$ cat src/rtl/div_int_pkg.sv
// Shared types and sizing helpers for the sequential restoring divider (div_int).
package div_int_pkg;

  localparam int unsigned DIV_WIDTH_DEF = 32;

  typedef enum logic [1:0] {
    ST_IDLE = 2'd0,
    ST_RUN  = 2'd1,
    ST_FIN  = 2'd2
  } div_state_e;

  // Iteration counter must hold the value WIDTH.
  function automatic int unsigned div_cnt_w(input int unsigned w);
    return $clog2(w + 1);
  endfunction

endpackage

$ cat src/rtl/div_int_step.sv
// One restoring-division iteration: shift {rem,quo} left, trial-subtract b, set quotient bit.
module div_int_step #(
  parameter int unsigned WIDTH = 32
) (
  input  logic [WIDTH-1:0] rem,
  input  logic [WIDTH-1:0] quo,
  input  logic [WIDTH-1:0] b,
  output logic [WIDTH-1:0] rem_next_c,
  output logic [WIDTH-1:0] quo_next_c
);

  logic [WIDTH:0] trial_c;
  logic [WIDTH:0] diff_c;

  // rem < b always holds, so trial < 2b and a borrow in bit WIDTH means trial < b.
  always_comb begin
    trial_c    = {rem, quo[WIDTH-1]};
    diff_c     = trial_c - {1'b0, b};
    quo_next_c = {quo[WIDTH-2:0], ~diff_c[WIDTH]};
    rem_next_c = diff_c[WIDTH] ? trial_c[WIDTH-1:0] : diff_c[WIDTH-1:0];
  end

endmodule

$ cat src/rtl/div_int.sv
// Sequential restoring integer divider, one quotient bit per clock, start/busy/done handshake.
// Optional two's-complement operation when DIV_SIGNED_EN is defined.
module div_int
  import div_int_pkg::*;
#(
  parameter int unsigned WIDTH = DIV_WIDTH_DEF
) (
  input  logic             clk,
  input  logic             rst,
  input  logic             start,
  input  logic [WIDTH-1:0] a,
  input  logic [WIDTH-1:0] b,
  output logic             busy,
  output logic             done,
  output logic [WIDTH-1:0] q,
  output logic [WIDTH-1:0] r,
  output logic             div_zero
);

  localparam int unsigned CNT_W = div_cnt_w(WIDTH);

  div_state_e       state;
  logic [WIDTH-1:0] rem;
  logic [WIDTH-1:0] quo;
  logic [WIDTH-1:0] bq;
  logic [CNT_W-1:0] cnt;
  logic             zero;

  logic [WIDTH-1:0] rem_next_c;
  logic [WIDTH-1:0] quo_next_c;
  logic [WIDTH-1:0] a_mag_c;
  logic [WIDTH-1:0] b_mag_c;
  logic [WIDTH-1:0] r_src_c;
  logic [WIDTH-1:0] q_fin_c;
  logic [WIDTH-1:0] r_fin_c;

  div_int_step #(.WIDTH(WIDTH)) u_step (
    .rem        (rem),
    .quo        (quo),
    .b          (bq),
    .rem_next_c (rem_next_c),
    .quo_next_c (quo_next_c)
  );

`ifdef DIV_SIGNED_EN
  logic neg_a;
  logic neg_q;

  // Divide magnitudes; restore signs at FIN. With b==0, quo still holds |a| so r recovers a.
  always_comb begin
    a_mag_c = a[WIDTH-1] ? (~a + WIDTH'(1)) : a;
    b_mag_c = b[WIDTH-1] ? (~b + WIDTH'(1)) : b;
    r_src_c = zero ? quo : rem;
    q_fin_c = neg_q ? (~quo + WIDTH'(1)) : quo;
    r_fin_c = neg_a ? (~r_src_c + WIDTH'(1)) : r_src_c;
  end
`else
  always_comb begin
    a_mag_c = a;
    b_mag_c = b;
    r_src_c = zero ? quo : rem;
    q_fin_c = quo;
    r_fin_c = r_src_c;
  end
`endif

  always_ff @(posedge clk) begin
    if (rst) begin
      state    <= ST_IDLE;
      busy     <= 1'b0;
      done     <= 1'b0;
      q        <= '0;
      r        <= '0;
      div_zero <= 1'b0;
      rem      <= '0;
      quo      <= '0;
      bq       <= '0;
      cnt      <= '0;
      zero     <= 1'b0;
`ifdef DIV_SIGNED_EN
      neg_a    <= 1'b0;
      neg_q    <= 1'b0;
`endif
    end else begin
      done <= 1'b0;
      unique case (state)
        ST_IDLE: begin
          if (start) begin
            bq    <= b_mag_c;
            quo   <= a_mag_c;
            rem   <= '0;
            cnt   <= '0;
            zero  <= (b == '0);
            busy  <= 1'b1;
            state <= (b == '0) ? ST_FIN : ST_RUN;
`ifdef DIV_SIGNED_EN
            neg_a <= a[WIDTH-1];
            neg_q <= a[WIDTH-1] ^ b[WIDTH-1];
`endif
          end
        end
        ST_RUN: begin
          rem <= rem_next_c;
          quo <= quo_next_c;
          cnt <= cnt + CNT_W'(1);
          if (cnt == CNT_W'(WIDTH - 1)) state <= ST_FIN;
        end
        ST_FIN: begin
          q        <= zero ? '1 : q_fin_c;
          r        <= r_fin_c;
          div_zero <= zero;
          done     <= 1'b1;
          busy     <= 1'b0;
          state    <= ST_IDLE;
        end
        default: state <= ST_IDLE;
      endcase
    end
  end

endmodule

$ cat config.mk
export PLATFORM = sky130hd
export DESIGN_NAME = div_int
export DESIGN_NICKNAME = d
export VERILOG_FILES = /design/src/rtl/div_int_pkg.sv /design/src/rtl/div_int_step.sv /design/src/rtl/div_int.sv
export SDC_FILE = /design/constraint.sdc
export NUM_CORES = 1
export LEC_CHECK = 0
export CORE_ASPECT_RATIO = 1.4
export CORE_UTILIZATION = 55
export DETAILED_ROUTE_END_ITERATION = 8
export GPL_ROUTABILITY_DRIVEN = 0
export GPL_TIMING_DRIVEN = 0
export PLACE_DENSITY_LB_ADDON = 0.25
export SLEW_MARGIN = 30
export SYNTH_ARGS = -nofsm -noshare
export SYNTH_HDL_FRONTEND = slang
export SYNTH_SLANG_ARGS = --single-unit
$ cat constraint.sdc
create_clock -name clk -period 4.3 [get_ports clk]
set_input_delay 0.645 -clock clk [delete_from_list [all_inputs] [get_ports clk]]
set_output_delay 0.645 -clock clk [all_outputs]
set_load 0.005 [all_outputs]
-- After elaboration in Yosys (flattened, before gate mapping)
Index checks and enable logic that the tools add are counted.
- add/sub/neg operators: 2
- eq/ne operators: 5
- multiplexer cells: 16
- bitwise operators: 1
- reductions and logical operators: 8
- operator list (cell ; count):
    2-to-1 mux 32 bit ; 5
    case mux 32 bit (2 select lines) ; 2
    subtractor 33 x 32 -> 33 bit ; 1
    zero test 32 bit ; 1
    case mux 6 bit (2 select lines) ; 1
    AND reduction 2 bit ; 4
    adder 6 x 1 -> 6 bit, second input constant ; 1
    equality test 6 x 5 -> 1 bit, second input constant ; 1
    2-to-1 mux 2 bit ; 3
    2-to-1 mux 6 bit ; 1
    inequality test 2 bit, second input constant ; 2
    case mux 2 bit (2 select lines) ; 1
    nonzero test 2 bit ; 2
    equality test 2 x 1 -> 1 bit, second input constant ; 1
    equality test 2 bit, second input constant ; 1
    zero test 2 bit ; 1
    2-to-1 mux 1 bit ; 2
    case mux 1 bit (2 select lines) ; 1
    NOT 1 bit ; 1
- flip-flop bits (word level): 172
- input port bits: 67
- output and inout port bits: 67
- word-level logic and storage cells: 43

-- Longest topological paths before layout
- depth after elaboration: 4
- depth in mapped cells: 14
- gate-level depth less buffers: 13

-- By module
Synthesis repeated with hierarchy kept, for this count alone.
- cells, all modules: 1115
- area, all modules: 9227.6 sq um
- by module, submodules not included (module ; times used ; cells an instance ; area an instance (sq um) ; sequential area each (sq um)):
    div_int ; 1 ; 779 ; 6636.4 ; 3443.3
    div_int_step ; 1 ; 336 ; 2591.2 ; 0.0

-- Worst setup path after synthesis
No wires, ideal clock.
- path type: register -> register
- start: register quo[31] (netlist: q_fin_c[31])
- end: register rem[29]
- library setup time: 122 ps
- arrival time: 2569 ps
- data required time: 4178 ps
- setup slack: 1609 ps
- cell stages (with the launch flop): 15
- path buffers: 1
- clock period less this slack: 2691 ps
- cells stage by stage: dfxtp_1 -> inv_1 -> ha_1 -> inv_1 -> fa_1 -> a21oi_2 -> o22ai_1 -> o31ai_4 -> o32ai_2 -> o221ai_2 -> nor2_4 -> buf_6 -> nand4b_1 -> o21ai_1 -> a221o_1
- longest elaborated chain between the ends: 3
- RTL lines (item ; line ; source):
    start, declared ; div_int.sv:24 ; logic [WIDTH-1:0] quo;
    start signal, assigned ; div_int.sv:90 ; quo <= a_mag_c;
    start signal, assigned ; div_int.sv:104 ; quo <= quo_next_c;
    subtractor 33 x 32 -> 33 bit ; div_int_step.sv:18 ; diff_c = trial_c - {1'b0, b};
    2-to-1 mux 32 bit ; div_int_step.sv:20 ; rem_next_c = diff_c[WIDTH] ? trial_c[WIDTH-1:0] : diff_c[WIDTH-1:0];
    case mux 32 bit (2 select lines) ; div_int.sv:86 ; unique case (state)
    end signal, assigned ; div_int.sv:103 ; rem <= rem_next_c;
    end, declared ; div_int.sv:23 ; logic [WIDTH-1:0] rem;
Every way passes these cells.
A chain may end at the register's enable or synchronous reset.

-- Final worst setup path
Ends and elaborated chain as after synthesis.

==> summary.txt <==
Leakage = 0.00399 uW
Fraction of registers with async set/reset = 0
DR DRC count = 0
DRT antenna net count = 0
Clock Sinks = 172
Die W = 108 um
Hold Crit Depth = 2
CTS Buf Count = 17
CTS Hold Bufs = 0
Gate count after technology mapping = 1,102
Crit end category = flip-flop
Crit path buf inv count = 3
Drt via density = 5.79
R2R Setup Slk = 1.17 ns
Main flop type after synthesis = dfxtp_1
Cell row count = 54
Final Util = 0.697
Max-slew headroom = 0.362
CP required = 4.62 ns
Max-Cap Viols = 0
Largest net degree at the start of global routing = 18
Worst endpoint data arrival time = 3.45 ns
First-pass GRT wire length = 38,400 um
# diodes = 0
Starting density of the core = 0.560
Worst Hold End = bq[28]
Status = complete, no violations
CTS tree = done
Final min period = 3.13 ns
Slowest library cell on the worst path = fa_1
Synth top area share = 0.395
Yosys top cell by area = dfxtp_1
Die span in y = 151 um
Worst Clk Skew = 0.00965 ns
Worst Reg-to-Reg Cells = 14
Core Footprint = 15,500 sq um
F_max = 0.320 GHz
Post-CTS sizing = 0
CP most frequent cell = inv_1
HPWL after DPL = 18,700 um
Avg WL per Cell = 16.4 um
Number of synthesized flops with an enable pin = 0
Synthesized net count = 1,203
HP Start = bq[28]
Die ar. = 16,300 sq um
Setup crit start kind = flip-flop
Setup Viol. Count Final = 0
Clock Tree Root = clkbuf_16
Slew Limit Fails = 0
Synth cell types = 64
Drt pass-1 iters = 5
Ys Warns = 0
Setup Buffers After CTS = 0
Deepest clock path buffer count = 2
Max incr delay on CP = 0.41 ns
Seq/Total Area, Yosys = 0.395
Post-Syn Area = 8710 sq um
Critical path cell sequence = inv_1 -> ha_1 -> inv_1 -> fa_1 -> a21oi_2 -> o22ai_1 -> o31ai_4 -> o32ai_2 -> o221ai_2 -> nor2_4 -> buf_6 -> nand4b_1 -> o21ai_1 -> a221o_1
Layout cells sized above 1 = 0.0434
Tcrit/Tclk final = 0.728
Hold WC Path Type = reg2reg
Seq cells post-synth = 172
Least-Margin Pin Slew = 0.955 ns
Hold Fails Final Rpt = 0
Worst VDD drop = 0.000328 V
RSZ-0062 raised after global routing = false
Setup ws final = 1.17 ns
Synth area leaders = dfxtp_1 (40%), nand2_1 (8.1%), mux2i_1 (6.7%)
DP Worst Slack = 1.20 ns
H-tree depth = 4
Pwr dens = 509 nW/um^2
Clk_lat worst skew = 0.44 ns
DP Area = 10,300 sq um
Area Growth Syn to Fin = 24.4%
Vias in the first global route = 8,153
I/O Pins = 134
CP max FO = 10
Fin nets = 1,354
Final instance area = 10,800 sq um
Clock-pin slew on the worst setup and hold paths = 0.07 ns
Critical R2R Launch = q_fin_c[31]
Crit path from = q_fin_c[31]
Setup TNS = 0 ns
Antenna violations before repair = 0
R2r endpoint = rem[29]
Critical path type = reg2reg
Port bufs = 132
Vias = 8,459
Final WL = 24,000 um
Number of DRC markers in iteration 0 = 488
Avg Cell Area, Syn = 7.90 sq um
Top Family by Delay on Critical Path = compound AO/OA/AOI/OAI gates
Overflow after GRT = 0
Overall Global Routing Usage = 0.301
-- worst reg2reg max path: cells and delay by family (launching register included) --
family	cells	cell delay, ns
buf+inv	3	0.30
compound gates	7	1.56
fa+ha+maj	2	0.57
simple gates	2	0.19
flops	1	0.39
-- final cells by class --
class                   instances  area [sq um]
flip-flops and latches        172          3440
fillers                      1306          4710
clock inverters                14           125
plain buffers                  74           299
inverters                      45           169
well taps                     196           245
multi-input cells             811          4800
repair buffers                132          1320
clock buffers                  18           429
-- registers in the layout, indices dropped and copies added (netlist names) --
register,flops
bq,32
busy,1
cnt,6
div_zero,1
done,1
q,32
q_fin_c,32
r,32
rem,32
state,2
zero,1
-- logic make-up (layout without fill, tap and decap cells) --
kind of cell	count (synthesis)	after routing	share of synthesized area
simple gates	452	452	0.224
compound gates	242	242	0.186
flops	172	172	0.395
buf+inv	119	283	0.0537
mux	58	58	0.0667
fa+ha+maj	34	34	0.0497
xor+xnor	25	25	0.0251
-- cell usage in the layout (no fill, tap or decap), types with 4 or more instances in the layout --
| cell | synthesis | layout |
|---|---|---|
| buf_1 | 5 | 5 |
| nand2_1 | 189 | 189 |
| nand3_1 | 13 | 13 |
| clkbuf_1 | 61 | 62 |
| and2_1 | 5 | 5 |
| dfxtp_1 | 172 | 172 |
| nand4_1 | 7 | 7 |
| inv_6 | 0 | 5 |
| a31oi_1 | 6 | 6 |
| a2bb2oi_1 | 5 | 5 |
| ha_1 | 33 | 33 |
| a21o_1 | 12 | 12 |
| o21ai_0 | 34 | 34 |
| nor2_1 | 130 | 130 |
| a21oi_1 | 65 | 65 |
| mux2i_1 | 58 | 58 |
| a211oi_1 | 34 | 34 |
| clkdlybuf4s50_1 | 0 | 132 |
| clkbuf_16 | 0 | 17 |
| xnor2_1 | 14 | 14 |
| inv_1 | 45 | 45 |
| nor3_1 | 68 | 68 |
| nor4_1 | 9 | 9 |
| clkinvlp_4 | 0 | 4 |
| buf_2 | 5 | 5 |
| o21a_1 | 4 | 4 |
| o21ai_1 | 20 | 20 |
| nor2b_1 | 6 | 6 |
| a311oi_1 | 32 | 32 |
| xor2_1 | 11 | 11 |
-- stage by stage --
stage	hold slack, ns	power [uW]	std cells
2_1_floorplan	0.436	3480	1102
3_3_place_gp	0.443	3980	1430
3_5_place_dp	0.449	4020	1430
4_1_cts	0.458	5470	1462
5_1_grt	0.469	5790	1462
6_report	0.455	5510	1462
-- cell usage after synthesis, types with 3 or more instances --
| cell type | count |
|---|---|
| nand2_1 | 189 |
| dfxtp_1 | 172 |
| nor2_1 | 130 |
| nor3_1 | 68 |
| a21oi_1 | 65 |
| clkbuf_1 | 61 |
| mux2i_1 | 58 |
| inv_1 | 45 |
| a211oi_1 | 34 |
| o21ai_0 | 34 |
| ha_1 | 33 |
| a311oi_1 | 32 |
| o21ai_1 | 20 |
| xnor2_1 | 14 |
| nand3_1 | 13 |
| a21o_1 | 12 |
| xor2_1 | 11 |
| nor4_1 | 9 |
| nand4_1 | 7 |
| a31oi_1 | 6 |
| nor2b_1 | 6 |
| a2bb2oi_1 | 5 |
| and2_1 | 5 |
| buf_1 | 5 |
| buf_2 | 5 |
| o21a_1 | 4 |
| a21oi_2 | 3 |
| and3_1 | 3 |
| nand2b_1 | 3 |
| nor3b_1 | 3 |
| or3_1 | 3 |
-- report_power, final --
part           switching [uW]  internal [uW]
logic                    1210            962
registers                 146           1730
clock network             706            761
-- per-layer routing --
layer  wire, um  global-route usage
met5          0                   0
met4        791               0.151
met3       1310              0.0486
met2      12300               0.547
met1       9600               0.335
-- how the worst max path moves through the flow --
stage,to,cells after the start
2_1_floorplan,rem[29],14
3_3_place_gp,rem[29],14
3_5_place_dp,rem[29],14
4_1_cts,rem[29],14
5_1_grt,rem[9],13
6_report,rem[29],14
(Power assumes the default switching activity.)
